===== config.mk =====
export PLATFORM = sky130hd
export DESIGN_NAME = alu_issue_stage
export DESIGN_NICKNAME = d
export VERILOG_FILES = /design/src/rtl/alu_issue_stage.sv
export SDC_FILE = /design/constraint.sdc
export NUM_CORES = 1
export LEC_CHECK = 0
export CORE_AREA = 2 2 110 112
export DETAILED_ROUTE_END_ITERATION = 8
export DIE_AREA = 0 0 112 114
export PLACE_DENSITY = 0.77
export SLEW_MARGIN = 0
export SYNTH_ARGS = -nofsm -noshare
export SYNTH_HDL_FRONTEND = slang
export SYNTH_SLANG_ARGS = --single-unit

===== constraint.sdc =====
create_clock -name clk -period 5.3 [get_ports clk]
set_input_delay 1.06 -clock clk [delete_from_list [all_inputs] [get_ports clk]]
set_output_delay 1.06 -clock clk [all_outputs]
set_load 0.02 [all_outputs]

===== src/rtl/alu_issue_stage.sv =====
// ALU issue stage: decodes ALUOp/funct into the ALU control code, forwards operands, and holds one op under valid/ready.
// Define ALU_ISSUE_FWD_EN to enable the EX/MEM and MEM/WB forwarding muxes.
module alu_issue_stage #(
    parameter int XLEN  = 32,
    parameter int CNT_W = 16
) (
    input  logic             clk,
    input  logic             rst_n,
    input  logic             in_valid,
    output logic             in_ready,
    input  logic [1:0]       alu_op,
    input  logic [2:0]       funct3,
    input  logic             funct7_5,
    input  logic             alu_src,
    input  logic [4:0]       rs1_addr,
    input  logic [4:0]       rs2_addr,
    input  logic [XLEN-1:0]  rs1_data,
    input  logic [XLEN-1:0]  rs2_data,
    input  logic [XLEN-1:0]  imm,
    input  logic             exm_wr,
    input  logic             mwb_wr,
    input  logic [4:0]       exm_rd,
    input  logic [4:0]       mwb_rd,
    input  logic [XLEN-1:0]  exm_data,
    input  logic [XLEN-1:0]  mwb_data,
    input  logic             flush,
    input  logic             out_ready,
    output logic             out_valid,
    output logic [XLEN-1:0]  alu_a,
    output logic [XLEN-1:0]  alu_b,
    output logic [3:0]       alu_control,
    output logic             illegal,
    output logic [CNT_W-1:0] stall_cnt
);

    localparam logic [3:0]       CTRL_AND = 4'b0000;
    localparam logic [3:0]       CTRL_OR  = 4'b0001;
    localparam logic [3:0]       CTRL_ADD = 4'b0010;
    localparam logic [3:0]       CTRL_SUB = 4'b0110;
    localparam logic [3:0]       CTRL_ILL = 4'b1111;
    localparam logic [CNT_W-1:0] CNT_ONE  = {{(CNT_W-1){1'b0}}, 1'b1};

    logic             valid_q, valid_d;
    logic [XLEN-1:0]  a_q, a_d;
    logic [XLEN-1:0]  b_q, b_d;
    logic [3:0]       ctrl_q, ctrl_d;
    logic             illegal_q, illegal_d;
    logic [CNT_W-1:0] cnt_q, cnt_d;
    logic [XLEN-1:0]  rs1_fwd, rs2_fwd;
    logic             accept, stall;

    // Ready never looks at in_valid, so upstream can't form a combinational loop through us.
    assign in_ready = !valid_q || out_ready;
    assign accept   = in_valid && in_ready && !flush;
    assign stall    = valid_q && !out_ready;

    // NOTE: every always_comb output gets a default first so no path leaves it unassigned (no latch).
    always_comb begin
        ctrl_d    = CTRL_ADD;
        illegal_d = 1'b0;
        case (alu_op)
            2'b00: ctrl_d = CTRL_ADD;
            2'b01: ctrl_d = CTRL_SUB;
            2'b10: begin
                case (funct3)
                    3'b000:  ctrl_d = funct7_5 ? CTRL_SUB : CTRL_ADD;
                    3'b111:  ctrl_d = CTRL_AND;
                    3'b110:  ctrl_d = CTRL_OR;
                    default: begin
                        ctrl_d    = CTRL_ILL;
                        illegal_d = 1'b1;
                    end
                endcase
            end
            default: begin
                ctrl_d    = CTRL_ILL;
                illegal_d = 1'b1;
            end
        endcase
    end

`ifdef ALU_ISSUE_FWD_EN
    // EX/MEM is the younger producer so it wins; x0 is hard-wired zero and never forwarded.
    function automatic logic [XLEN-1:0] fwd(input logic [4:0] addr, input logic [XLEN-1:0] reg_data,
                                            input logic e_wr, input logic [4:0] e_rd, input logic [XLEN-1:0] e_data,
                                            input logic m_wr, input logic [4:0] m_rd, input logic [XLEN-1:0] m_data);
        if (e_wr && e_rd != 5'd0 && e_rd == addr)      fwd = e_data;
        else if (m_wr && m_rd != 5'd0 && m_rd == addr) fwd = m_data;
        else                                           fwd = reg_data;
    endfunction

    assign rs1_fwd = fwd(rs1_addr, rs1_data, exm_wr, exm_rd, exm_data, mwb_wr, mwb_rd, mwb_data);
    assign rs2_fwd = fwd(rs2_addr, rs2_data, exm_wr, exm_rd, exm_data, mwb_wr, mwb_rd, mwb_data);
`else
    logic unused_fwd;
    assign unused_fwd = ^{exm_wr, mwb_wr, exm_rd, mwb_rd, exm_data, mwb_data, rs1_addr, rs2_addr};
    assign rs1_fwd    = rs1_data;
    assign rs2_fwd    = rs2_data;
`endif

    assign a_d = rs1_fwd;
    assign b_d = alu_src ? imm : rs2_fwd;

    always_comb begin
        valid_d = valid_q;
        if (flush)          valid_d = 1'b0;
        else if (accept)    valid_d = 1'b1;
        else if (out_ready) valid_d = 1'b0;
    end

    assign cnt_d = (stall && cnt_q != '1) ? cnt_q + CNT_ONE : cnt_q;

    // NOTE: sequential state uses non-blocking assignments so every register samples pre-edge values.
    always_ff @(posedge clk or negedge rst_n) begin
        if (!rst_n) begin
            valid_q   <= 1'b0;
            a_q       <= '0;
            b_q       <= '0;
            ctrl_q    <= 4'b0000;
            illegal_q <= 1'b0;
            cnt_q     <= '0;
        end else begin
            valid_q <= valid_d;
            cnt_q   <= cnt_d;
            if (accept) begin
                a_q       <= a_d;
                b_q       <= b_d;
                ctrl_q    <= ctrl_d;
                illegal_q <= illegal_d;
            end
        end
    end

    assign out_valid   = valid_q;
    assign alu_a       = a_q;
    assign alu_b       = b_q;
    assign alu_control = ctrl_q;
    assign illegal     = illegal_q;
    assign stall_cnt   = cnt_q;

endmodule


==> metrics.md, run 1 <==
| Metric | Value |
|---|---|
| Die outline width | 112 um |
| Period utilisation layout | 0.668 |
| Number of nets in the final layout | 757 |
| First-pass GRT wire length | 17300 um |
| Setup slack at placement | 1.78 ns |
| Unrepaired setup endpoints after global routing | false |
| Die area | 12800 sq um |
| Most used cells in the layout excluding fill and tap cells | 192 x sky130_fd_sc_hd__clkdlybuf4s50_1, 137 x sky130_fd_sc_hd__nand2_1, 86 x sky130_fd_sc_hd__dfrtp_1 |
| Clock Path Buffers | 2 |
| Total via count in the routed design | 3338 |
| Number of DRC violations after detailed-routing iteration 0 | roughly 130 |
| Library cell contributing the largest single delay on the critical path | sky130_fd_sc_hd__clkdlybuf4s50_1 |
| Clock latency of the later-clocked register in the worst-skew pair | between 0.3 and 0.4 ns |
| Final standard cell count with taps included and fillers excluded | between 700 and 800 |
| Result of the run | finished, final reports clean |
| Largest net degree at the start of global routing | 104 |
| Fin. Hold Viols | 0 |
| Number of buffers inserted for hold repair after clock tree synthesis | 0 |
| TritonCTS Sinks | 86 |
| Timing startpoint of the critical path | out_ready |
| Hold WC Path Type | reg -> reg |
| Largest fanout on the critical path | 19 |
| Most common cell after layout, fill and taps aside | sky130_fd_sc_hd__clkdlybuf4s50_1 |
| Syn Nets | 569 |
| Total gr overflow | 0 |
| Inserted Diodes | 0 |
| Relative max-transition margin | 0.268 |
| Hold path start | alu_control[0] |
| Routed len/inst | 14.9 um |
| Post-place instance area | 5790 sq um |
| Design area | 6090 sq um |
| Layout filler cell count | 1064 |
| Initial core utilization | 0.317 |
| Cells after DPL | 698 |
| Number of violations of the max-capacitance limit | 0 |
| # DRC | 0 |
| Final setup skew | 0.00819 ns |
| FFs w/ async S/R, synth | 1.00 |
| Avg Cell Area, Syn | slightly below 10 sq um |
| Final RePlAce weighted congestion | ~0.77 |
| Distinct cell type count after synthesis | 32 |
| TNS Setup | 0 ns |
| Leakage | 2.79 nW |
| Number of nets with antenna violations after detailed routing | 0 |
| Detailed-route wire length | roughly 11000 um |
| Fmax | approximately 280 MHz |
| Via-per-instance ratio | about 4.7 |
| Least setup slack across all paths after layout | 1.76 ns |
| VDD IR-drop max | 191 uV |
| Most used cell, CP | sky130_fd_sc_hd__clkdlybuf4s50_1 |
| Power Density | 335 nW/um^2 |
| Number of global-route vias before repair | 3473 |
| Clock tree root buffer cell | sky130_fd_sc_hd__clkbuf_16 |
| Worst path arrival time | 2.48 ns |
| Clock transition at the registers of the reported paths | 0.06 ns |
| Number of buffers added on ports | just under 200 |
| Post CTS Setup Buffer Count | 0 |
| Number of top-level pins | 281 |
| Share of post-route cells with drive strength above 1 | 0.0600 |
| Part of the Yosys area used for sequential elements | 0.580 |
| Initial antenna violation count | 0 |
| Number of synthesized flops with an enable pin | 0 |
| Core area | about 12000 sq um |
| Post-synth top flop | sky130_fd_sc_hd__dfrtp_1 |
| Cell row count | 40 |
| Slew at the pin closest to its max-slew limit | 1.10 ns |
| Category of the critical setup timing path | in -> out |
| Peak per-stage delay on the critical path | 0.64 ns |
| Gate count after technology mapping | 374 |
| CP required | 4.24 ns |
| Final setup violation count | 0 |
| Clock tree from TritonCTS | done |
| GRT Resource Usage Total | 0.170 |
| Startpoint types | input port |
| Cells along the critical path | clkdlybuf4s50_1 -> nand2b_1 -> buf_4 -> clkdlybuf4s50_1 |
| CTS resizes | 0 |
| Crit end category | output pin |
| Synth-to-Final Area Change | 64.1% |
| Post-synthesis cell area | 3710 sq um |
| Synthesis warning total | 0 |
| Post-synthesis sequential element count | between 80 and 90 |
| HPWL after DPL | 7840 um |
| Time the worst path needs with I/O delays and setup | 3.54 ns |
| Number of buffers added by the clock tree synthesis step | 9 |
| H-tree levels | 3 |
| Die height | 114 um |
| Final slew viol count | 0 |
| Startpoint of the lowest-slack register-to-register path | stall_cnt[0] |
| First-pass iteration count of the detailed router | 4 |
power by group:
part,switching (mW),internal [mW]
logic,0.277,0.293
registers,0.0687,0.755
clock network,0.265,0.381
critical path: cells and delay by family:
kind	cells	cell delay [ns]
buf+inv	3	1.32
simple gates	1	0.10
final timing paths:
| check | slack (ns) | to | depth (start not counted) |
|---|---|---|---|
| worst max-delay path | 1.76 | in_ready | 4 |
| worst min-delay path | 0.48 | alu_control[0] | 2 |
| worst max register to register | 3.14 | stall_cnt[1] | 6 |
| worst min register to register | 0.48 | alu_control[0] | 2 |
| max in group asynchronous | 3.66 | alu_b[31] | 1 |
| min in group asynchronous | 0.90 | stall_cnt[13] | 1 |
per-layer routing:
layer / share of wire / vias up / GRT usage
met5: 0 / - / 0
met4: 0.013 / 0 / 0.0561
met3: 0.10 / 9 / 0.0659
met2: 0.46 / 134 / 0.278
met1: 0.42 / 1583 / 0.208
li1: - / 1612 / -
flip-flops by register name, indices dropped and copies added, names as in the netlist:
register and cells:
alu_a 32, alu_b 32, stall_cnt 16, alu_control 4, illegal 1, out_valid 1
metrics by stage:
step / util / hold WS (ns) / power [mW]
final: 0.520 / 0.476 / 2.04
after global routing: 0.520 / 0.496 / 2.14
after CTS: 0.520 / 0.482 / 2.07
after detailed placement: 0.494 / 0.464 / 1.41
after global placement: 0.494 / 0.458 / 1.40
after floorplan: - / 0.589 / 1.07
layout make-up:
| class | instances | area (sq um) | area share |
|---|---|---|---|
| tap | 147 | 184 | 0.0302 |
| timing repair buffer | 198 | 1960 | 0.322 |
| clock inverter | 6 | 67.6 | 0.0111 |
| multi-input combinational | 266 | 1480 | 0.243 |
| sequential | 86 | 2150 | 0.353 |
| inverter | 1 | 3.75 | 0.000616 |
| clock buffer | 10 | 239 | 0.0392 |
cell families after synthesis:
family / Yosys count / synth area share
AOI/OAI and AO/OA: 41 / 0.0583
xor gates and xnor gates: 13 / 0.0307
muxes: 35 / 0.0954
and+or+nand+nor: 176 / 0.210
buffers and inverters: 22 / 0.0229
adders and majority gates: 1 / 0.00337
DFF: 86 / 0.580
synthesized netlist by cell type (all sizes together) (3+ instances only):
library cell / instances / area share
clkbuf: 18 / 0.018
nand3: 4 / 0.0067
xor2: 12 / 0.028
mux2: 3 / 0.0091
buf: 3 / 0.0037
nand4: 5 / 0.0084
nor4: 7 / 0.017
nand2b: 3 / 0.0051
mux2i: 32 / 0.086
nor2: 4 / 0.0040
nand2: 137 / 0.14
nor3: 7 / 0.0094
dfrtp: 86 / 0.58
o21ai: 35 / 0.047
(Power assumes the default switching activity.)
==> inputs of run 2 (changes only) <==
--- a/config.mk
+++ b/config.mk
@@ -5,10 +5,10 @@
 export SDC_FILE = /design/constraint.sdc
 export NUM_CORES = 1
 export LEC_CHECK = 0
-export CORE_AREA = 2 2 110 112
+export CORE_AREA = 2 2 108 110
 export DETAILED_ROUTE_END_ITERATION = 8
-export DIE_AREA = 0 0 112 114
-export PLACE_DENSITY = 0.77
+export DIE_AREA = 0 0 110 112
+export PLACE_DENSITY = 0.8
 export SLEW_MARGIN = 0
 export SYNTH_ARGS = -nofsm -noshare
 export SYNTH_HDL_FRONTEND = slang
==> constraint.sdc (replaced) <==
create_clock -name clk -period 3.6 [get_ports clk]
set_input_delay 0.72 -clock clk [delete_from_list [all_inputs] [get_ports clk]]
set_output_delay 0.72 -clock clk [all_outputs]
set_load 0.02 [all_outputs]
==> run 2 against run 1 <==
  * Cell area grew 0.68%
  * Routed wire length grew 1.1%
  * Die area shrank 3.5%
  * Cell count down 0.14%
  * Via count is 1.2% lower
  * Combinational power grew 48%
  * Clock-buffer cell count rose by 3
  * Core utilization up 2.9 points
  * Worst setup slack worse by 1.1 ns
  * Sequential share of layout area is 0.24 points lower
  * Non-clock buffer count rose by 3
  * Flip-flop and latch count did not move
==> metrics.md, run 2 (synthesis results as in run 1) <==
| Metric | Value |
|---|---|
| HPWL after DPL | 7970 um (+1.7%) |
| Relative max-transition margin | 0.273 (+0.00543) |
| Fin. Hold Viols | 0 (unchanged) |
| Post CTS Setup Buffer Count | 0 (unchanged) |
| Initial antenna violation count | 0 (unchanged) |
| First-pass GRT wire length | 17000 um (-1.6%) |
| Most used cell, CP | sky130_fd_sc_hd__clkdlybuf4s50_1 |
| Via-per-instance ratio | 4.63 (-1.1%) |
| Number of buffers added on ports | 194 (unchanged) |
| Category of the critical setup timing path | in -> out |
| # DRC | 0 (unchanged) |
| Clock latency of the later-clocked register in the worst-skew pair | 0.33 ns (about the same) |
| Die height | 112 um (-1.8%) |
| VDD IR-drop max | 225 uV (+17%) |
| TritonCTS Sinks | 86 (unchanged) |
| GRT Resource Usage Total | 0.176 (+0.00660) |
| Time the worst path needs with I/O delays and setup | ~3 ns |
| Routed len/inst | 15.1 um (+1.3%) |
| Cell row count | 39 (-2.5%) |
| Worst path arrival time | 2.26 ns (-0.22 ns) |
| Share of post-route cells with drive strength above 1 | 0.0596 (-0.000316) |
| Post-place instance area | 5820 sq um (+0.52%) |
| Slew at the pin closest to its max-slew limit | 1.09 ns (-0.00814 ns) |
| Inserted Diodes | 0 (unchanged) |
| Synth-to-Final Area Change | 65.2% |
| Result of the run | finished, final reports clean |
| Library cell contributing the largest single delay on the critical path | sky130_fd_sc_hd__clkdlybuf4s50_1 |
| Die outline width | 110 um (-1.8%) |
| TNS Setup | 0 ns (unchanged) |
| Total gr overflow | 0 (unchanged) |
| Design area | 6130 sq um (+0.68%) |
| Largest fanout on the critical path | 12 (-7) |
| Leakage | 2.81 nW (+0.87%) |
| Detailed-route wire length | 10700 um (+1.1%) |
| CTS resizes | 0 (unchanged) |
| Final setup violation count | 0 (unchanged) |
| Cells along the critical path | clkdlybuf4s50_1 -> nand2b_1 -> clkdlybuf4s50_1 |
| Most common cell after layout, fill and taps aside | sky130_fd_sc_hd__clkdlybuf4s50_1 |
| Number of nets with antenna violations after detailed routing | 0 (unchanged) |
| Number of buffers inserted for hold repair after clock tree synthesis | 0 (unchanged) |
| Number of buffers added by the clock tree synthesis step | 9 (unchanged) |
| Hold WC Path Type | reg -> reg |
| Largest net degree at the start of global routing | 87 (-16%) |
| Final RePlAce weighted congestion | 0.783 (+1.1%) |
| Initial core utilization | 0.332 (+0.0152) |
| Most used cells in the layout excluding fill and tap cells | 192 x sky130_fd_sc_hd__clkdlybuf4s50_1, 137 x sky130_fd_sc_hd__nand2_1, 86 x sky130_fd_sc_hd__dfrtp_1 |
| Post-route core utilization | 0.549 (+0.0287) |
| CP required | 2.88 ns (-1.36 ns) |
| Clock transition at the registers of the reported paths | 0.06 ns (about the same) |
| Period utilisation layout | 0.828 |
| Power Density | 498 nW/um^2 (+49%) |
| Die area | 12300 sq um (-3.5%) |
| Number of DRC violations after detailed-routing iteration 0 | 134 (+1.5%) |
| Clock Path Buffers | 2 (unchanged) |
| Clock tree from TritonCTS | done |
| Clock tree root buffer cell | sky130_fd_sc_hd__clkbuf_16 |
| Startpoint types | input port |
| Fmax | approximately 340 MHz |
| Final slew viol count | 0 (unchanged) |
| Peak per-stage delay on the critical path | 0.70 ns (+0.06 ns) |
| H-tree levels | 3 (unchanged) |
| Number of top-level pins | 281 (unchanged) |
| Unrepaired setup endpoints after global routing | false |
| Number of nets in the final layout | 760 (+0.40%) |
| Crit end category | output pin |
| Core area | 11200 sq um (-4.6%) |
| Final setup skew | 0.00504 ns (-0.00315 ns) |
| Number of violations of the max-capacitance limit | 0 (unchanged) |
| Total via count in the routed design | 3298 (-1.2%) |
| Number of global-route vias before repair | 3463 (-0.29%) |
| First-pass iteration count of the detailed router | 4 (unchanged) |
## run 2: cell count changes in the layout (fill, tap and decap cells not counted)
cell	change
sky130_fd_sc_hd__inv_6	-2
sky130_fd_sc_hd__clkbuf_1	+3
sky130_fd_sc_hd__clkinvlp_4	-1
sky130_fd_sc_hd__buf_12	+1
sky130_fd_sc_hd__buf_4	+2
sky130_fd_sc_hd__clkinv_2	-1
sky130_fd_sc_hd__bufinv_16	+1
## run 2: cell type report
cell class	count	area (sq um)
fillers	994	5040
flip-flops and latches	86	2150
repair buffers	201	2000
multi-input cells	266	1480
clock buffers	13	250
well taps	143	179
clock inverters	3	67.6
inverters	1	3.75
## run 2: path summary, 6_finish.rpt
check                             start             to  slack, ns  depth (start not counted)
setup reg to reg           stall_cnt[0]   stall_cnt[1]       1.53                          6
max in group asynchronous         rst_n       alu_b[3]       2.31                          1
hold / removal                alu_a[13]      alu_a[13]       0.47                          2
setup / recovery              out_ready       in_ready       0.62                          3
hold reg to reg               alu_a[13]      alu_a[13]       0.47                          2
min in group asynchronous         rst_n  stall_cnt[14]       0.61                          1
## run 2: per-stage QoR
stage	cells	hold slack [ns]	power, mW	setup WS, ns
detailed placement	697	0.463	2.08	0.643
CTS	713	0.476	3.09	0.623
global route	713	0.497	3.20	0.556
finish	713	0.470	3.05	0.621
floorplan	374	0.424	1.58	1.49
global placement	697	0.459	2.06	0.649
## run 2: layer usage
| metal | track usage | up-vias | wire, um |
|---|---|---|---|
| met5 | 0 | - | 0 |
| met2 | 0.292 | 138 | 5050 |
| li1 | - | 1626 | - |
| met3 | 0.0615 | 12 | 1110 |
| met4 | 0.0624 | 0 | 140 |
| met1 | 0.211 | 1522 | 4440 |
## run 2: worst max-delay path: cells and delay by family
kind	cells	cell delay (ns)
buf+inv	2	1.15
simple gates	1	0.39
## run 2: power breakdown
| group | internal (mW) | total [mW] | switching [mW] |
|---|---|---|---|
| Clock | 0.628 | 0.991 | 0.363 |
| Combinational | 0.437 | 0.846 | 0.409 |
| Sequential | 1.11 | 1.21 | 0.102 |
| Total | 2.18 | 3.05 | 0.874 |
==> inputs of run 3 (changes only) <==
==> constraint.sdc (replaced) <==
create_clock -name clk -period 3.1 [get_ports clk]
set_input_delay 0.62 -clock clk [delete_from_list [all_inputs] [get_ports clk]]
set_output_delay 0.62 -clock clk [all_outputs]
set_load 0.02 [all_outputs]
==> run 3 against run 2 <==
  * Clock-buffer cell count fell by 3
  * Routed wire length fell by 1.2%
  * Combinational power rose by 15%
  * Flip-flop and latch count did not move
  * Via count rose by 0.49%
  * Clock skew rose by 0.0017 ns
  * Global-route usage rose by 0.11 points
  * Non-clock buffer count fell by 2
  * Highest routed layer unchanged
==> metrics.md, run 3 (synthesis results as in run 1) <==
| Metric | Value |
|---|---|
| Number of top-level pins | 281 (unchanged) |
| Post-route core utilization | 0.548 (-0.000784) |
| Time the worst path needs with I/O delays and setup | 2.45 ns |
| Final slew viol count | 0 (unchanged) |
| Met1 track demand over resource in global routing | 0.221 (+0.0108) |
| Number of buffers added on ports | 194 (unchanged) |
| Detailed-route wire length | 10600 um (-1.2%) |
| Synth-to-Final Area Change | 65.0% |
| Initial core utilization | 0.332 (unchanged) |
| Via-per-instance ratio | 4.66 (+0.77%) |
| Clock group share of total power | 0.328 (+0.003) |
| Final standard cell count with taps included and fillers excluded | 711 (-0.28%) |
| Clock latency of the later-clocked register in the worst-skew pair | 0.33 ns (about the same) |
| Clock Path Buffers | 2 (unchanged) |
| Clock tree from TritonCTS | done |
| Post CTS Setup Buffer Count | 0 (unchanged) |
| Inserted Diodes | 0 (unchanged) |
| Final setup skew | 0.00671 ns (+0.00167 ns) |
| Number of nets with antenna violations after detailed routing | 0 (unchanged) |
| Met2 Use GR | 0.284 (-0.00777) |
| Largest fanout on the critical path | 2 (-10) |
| Die height | 112 um (unchanged) |
| Critical Path Stages | 3 (unchanged) |
| Startpoint types | input port |
| Initial antenna violation count | 0 (unchanged) |
| TNS Setup | 0 ns (unchanged) |
| Core area | 11200 sq um (unchanged) |
| Die outline width | 110 um (unchanged) |
| Number of global-route vias before repair | 3394 (-2.0%) |
| Cell row count | 39 (unchanged) |
| Number of violations of the max-capacitance limit | 0 (unchanged) |
| Die area | 12300 sq um (unchanged) |
| # DRC | 0 (unchanged) |
| Cell family contributing the most delay on the critical path | buffers and inverters |
| Library cell contributing the largest single delay on the critical path | sky130_fd_sc_hd__clkdlybuf4s50_1 |
| Leakage | 2.81 nW (-0.18%) |
| Clock transition at the registers of the reported paths | 0.06 ns (about the same) |
| Total internal power | 2.52 mW (+16%) |
| Most used cell, CP | sky130_fd_sc_hd__clkdlybuf4s50_1 |
| Depth of the most critical reg-to-reg path | 6 (unchanged) |
| VDD IR-drop max | 303 uV (+35%) |
| Final setup violation count | 0 (unchanged) |
| Peak per-stage delay on the critical path | 0.62 ns (-0.08 ns) |
| CTS resizes | 0 (unchanged) |
| Number of buffers added by the clock tree synthesis step | 9 (unchanged) |
| First-pass GRT wire length | 17100 um (+0.77%) |
| Worst path arrival time | 1.83 ns (-0.43 ns) |
| CP required | 2.48 ns (-0.40 ns) |
| Number of cells on the worst hold path | 1 (-1) |
| Net switching component of the power | 1.02 mW (+17%) |
| HPWL after DPL | 7920 um (-0.65%) |
| Net switching share of the total power | 0.289 (+0.00231) |
| H-tree levels | 3 (unchanged) |
| Cells along the critical path | clkdlybuf4s50_1 -> nand2b_1 -> clkdlybuf4s50_1 |
| Number of nets in the final layout | 758 (-0.26%) |
| Sequential power share | 0.397 (about the same) |
| Relative max-transition margin | 0.291 (+0.0179) |
| Worst hold margin | 0.474 ns (+0.00328 ns) |
| Clock tree root buffer cell | sky130_fd_sc_hd__clkbuf_16 |
| Number of buffers inserted for hold repair after clock tree synthesis | 0 (unchanged) |
| Buf/Inv on CP | 2 (unchanged) |
| Cells after DPL | 695 (-0.29%) |
| Unrepaired setup endpoints after global routing | false |
| Layout filler cell count | 998 (+0.40%) |
| Power Density | 579 nW/um^2 (+16%) |
| Routed len/inst | 14.9 um (-0.95%) |
| Category of the critical setup timing path | in -> out |
| Met3 Usage GRT | 0.0626 (+0.00117) |
| Most used cells in the layout excluding fill and tap cells | 192 x sky130_fd_sc_hd__clkdlybuf4s50_1, 137 x sky130_fd_sc_hd__nand2_1, 86 x sky130_fd_sc_hd__dfrtp_1 |
| Number of DRC violations after detailed-routing iteration 0 | 142 (+6.0%) |
| Result of the run | finished, final reports clean |
| Combinational Power Share | 0.275 (-0.002) |
| Final RePlAce weighted congestion | 0.826 (+5.5%) |
| Share of post-route cells with drive strength above 1 | 0.0616 (+0.00197) |
| First-pass iteration count of the detailed router | 4 (unchanged) |
| Total gr overflow | 0 (unchanged) |
| GRT Resource Usage Total | 0.177 (+0.00111) |
| Fin. Hold Viols | 0 (unchanged) |
| TritonCTS Sinks | 86 (unchanged) |
| Period utilisation layout | 0.791 |
| Most common cell after layout, fill and taps aside | sky130_fd_sc_hd__clkdlybuf4s50_1 |
| Layer with the highest usage after global routing | met2 |
| Crit end category | output pin |
| Total via count in the routed design | 3314 (+0.49%) |
| Fmax | 408 MHz |
| Largest net degree at the start of global routing | 87 (unchanged) |
| Hold WC Path Type | reg -> reg |
| Slew at the pin closest to its max-slew limit | 1.06 ns (-0.0269 ns) |
==> run 3: cell count changes in the layout (fill, tap and decap cells not counted) <==
cell and change:
sky130_fd_sc_hd__buf_4 -2, sky130_fd_sc_hd__clkbuf_1 -3, sky130_fd_sc_hd__clkinv_2 +2, sky130_fd_sc_hd__clkinvlp_4 +1
==> run 3: worst paths after layout <==
check	start	end	slack, ns
worst max-delay path	out_ready	in_ready	0.65
worst min-delay path	alu_control[3]	alu_control[3]	0.47
worst max register to register	stall_cnt[0]	stall_cnt[7]	0.94
worst min register to register	alu_control[3]	alu_control[3]	0.47
max in group asynchronous	rst_n	alu_a[16]	1.93
min in group asynchronous	rst_n	stall_cnt[14]	0.49
==> run 3: stage by stage <==
step	area, sq um	power (mW)	setup WS [ns]
after floorplan	3710	1.83	1.19
after global placement	5800	2.39	0.635
after detailed placement	5800	2.42	0.640
after CTS	6120	3.60	0.624
after global routing	6120	3.72	0.584
final	6120	3.55	0.647
==> run 3: worst reg2reg max path, stage by stage, from the launching register on <==
cell,delay (ns)
sky130_fd_sc_hd__dfrtp_1,0.41
sky130_fd_sc_hd__ha_1,0.21
sky130_fd_sc_hd__nand4_1,0.16
sky130_fd_sc_hd__nor4_2,0.76
sky130_fd_sc_hd__buf_4,0.27
sky130_fd_sc_hd__nor4_1,0.06
sky130_fd_sc_hd__xor2_1,0.15
==> run 3: layer usage <==
| metal | vias up | share of wire |
|---|---|---|
| met5 | - | 0 |
| li1 | 1621 | - |
| met4 | 0 | 0.015 |
| met3 | 13 | 0.11 |
| met1 | 1532 | 0.42 |
| met2 | 148 | 0.46 |
==> run 3: layout make-up <==
| cell class | count | area [sq um] | area share |
|---|---|---|---|
| Inverter | 1 | 3.75 | 0.000613 |
| Sequential cell | 86 | 2150 | 0.351 |
| Clock buffer | 10 | 239 | 0.0390 |
| Clock inverter | 6 | 85.1 | 0.0139 |
| Tap cell | 143 | 179 | 0.0292 |
| Timing Repair Buffer | 199 | 1980 | 0.324 |
| Multi-Input combinational cell | 266 | 1480 | 0.242 |
==> run 3: power by group through the flow <==
stage	Clock [mW]	Combinational, mW	Sequential [mW]
CTS	1.20	0.989	1.41
global placement	0	0.968	1.42
finish	1.16	0.976	1.41
floorplan	0	0.204	1.63
global route	1.24	1.05	1.43
detailed placement	0	0.986	1.43
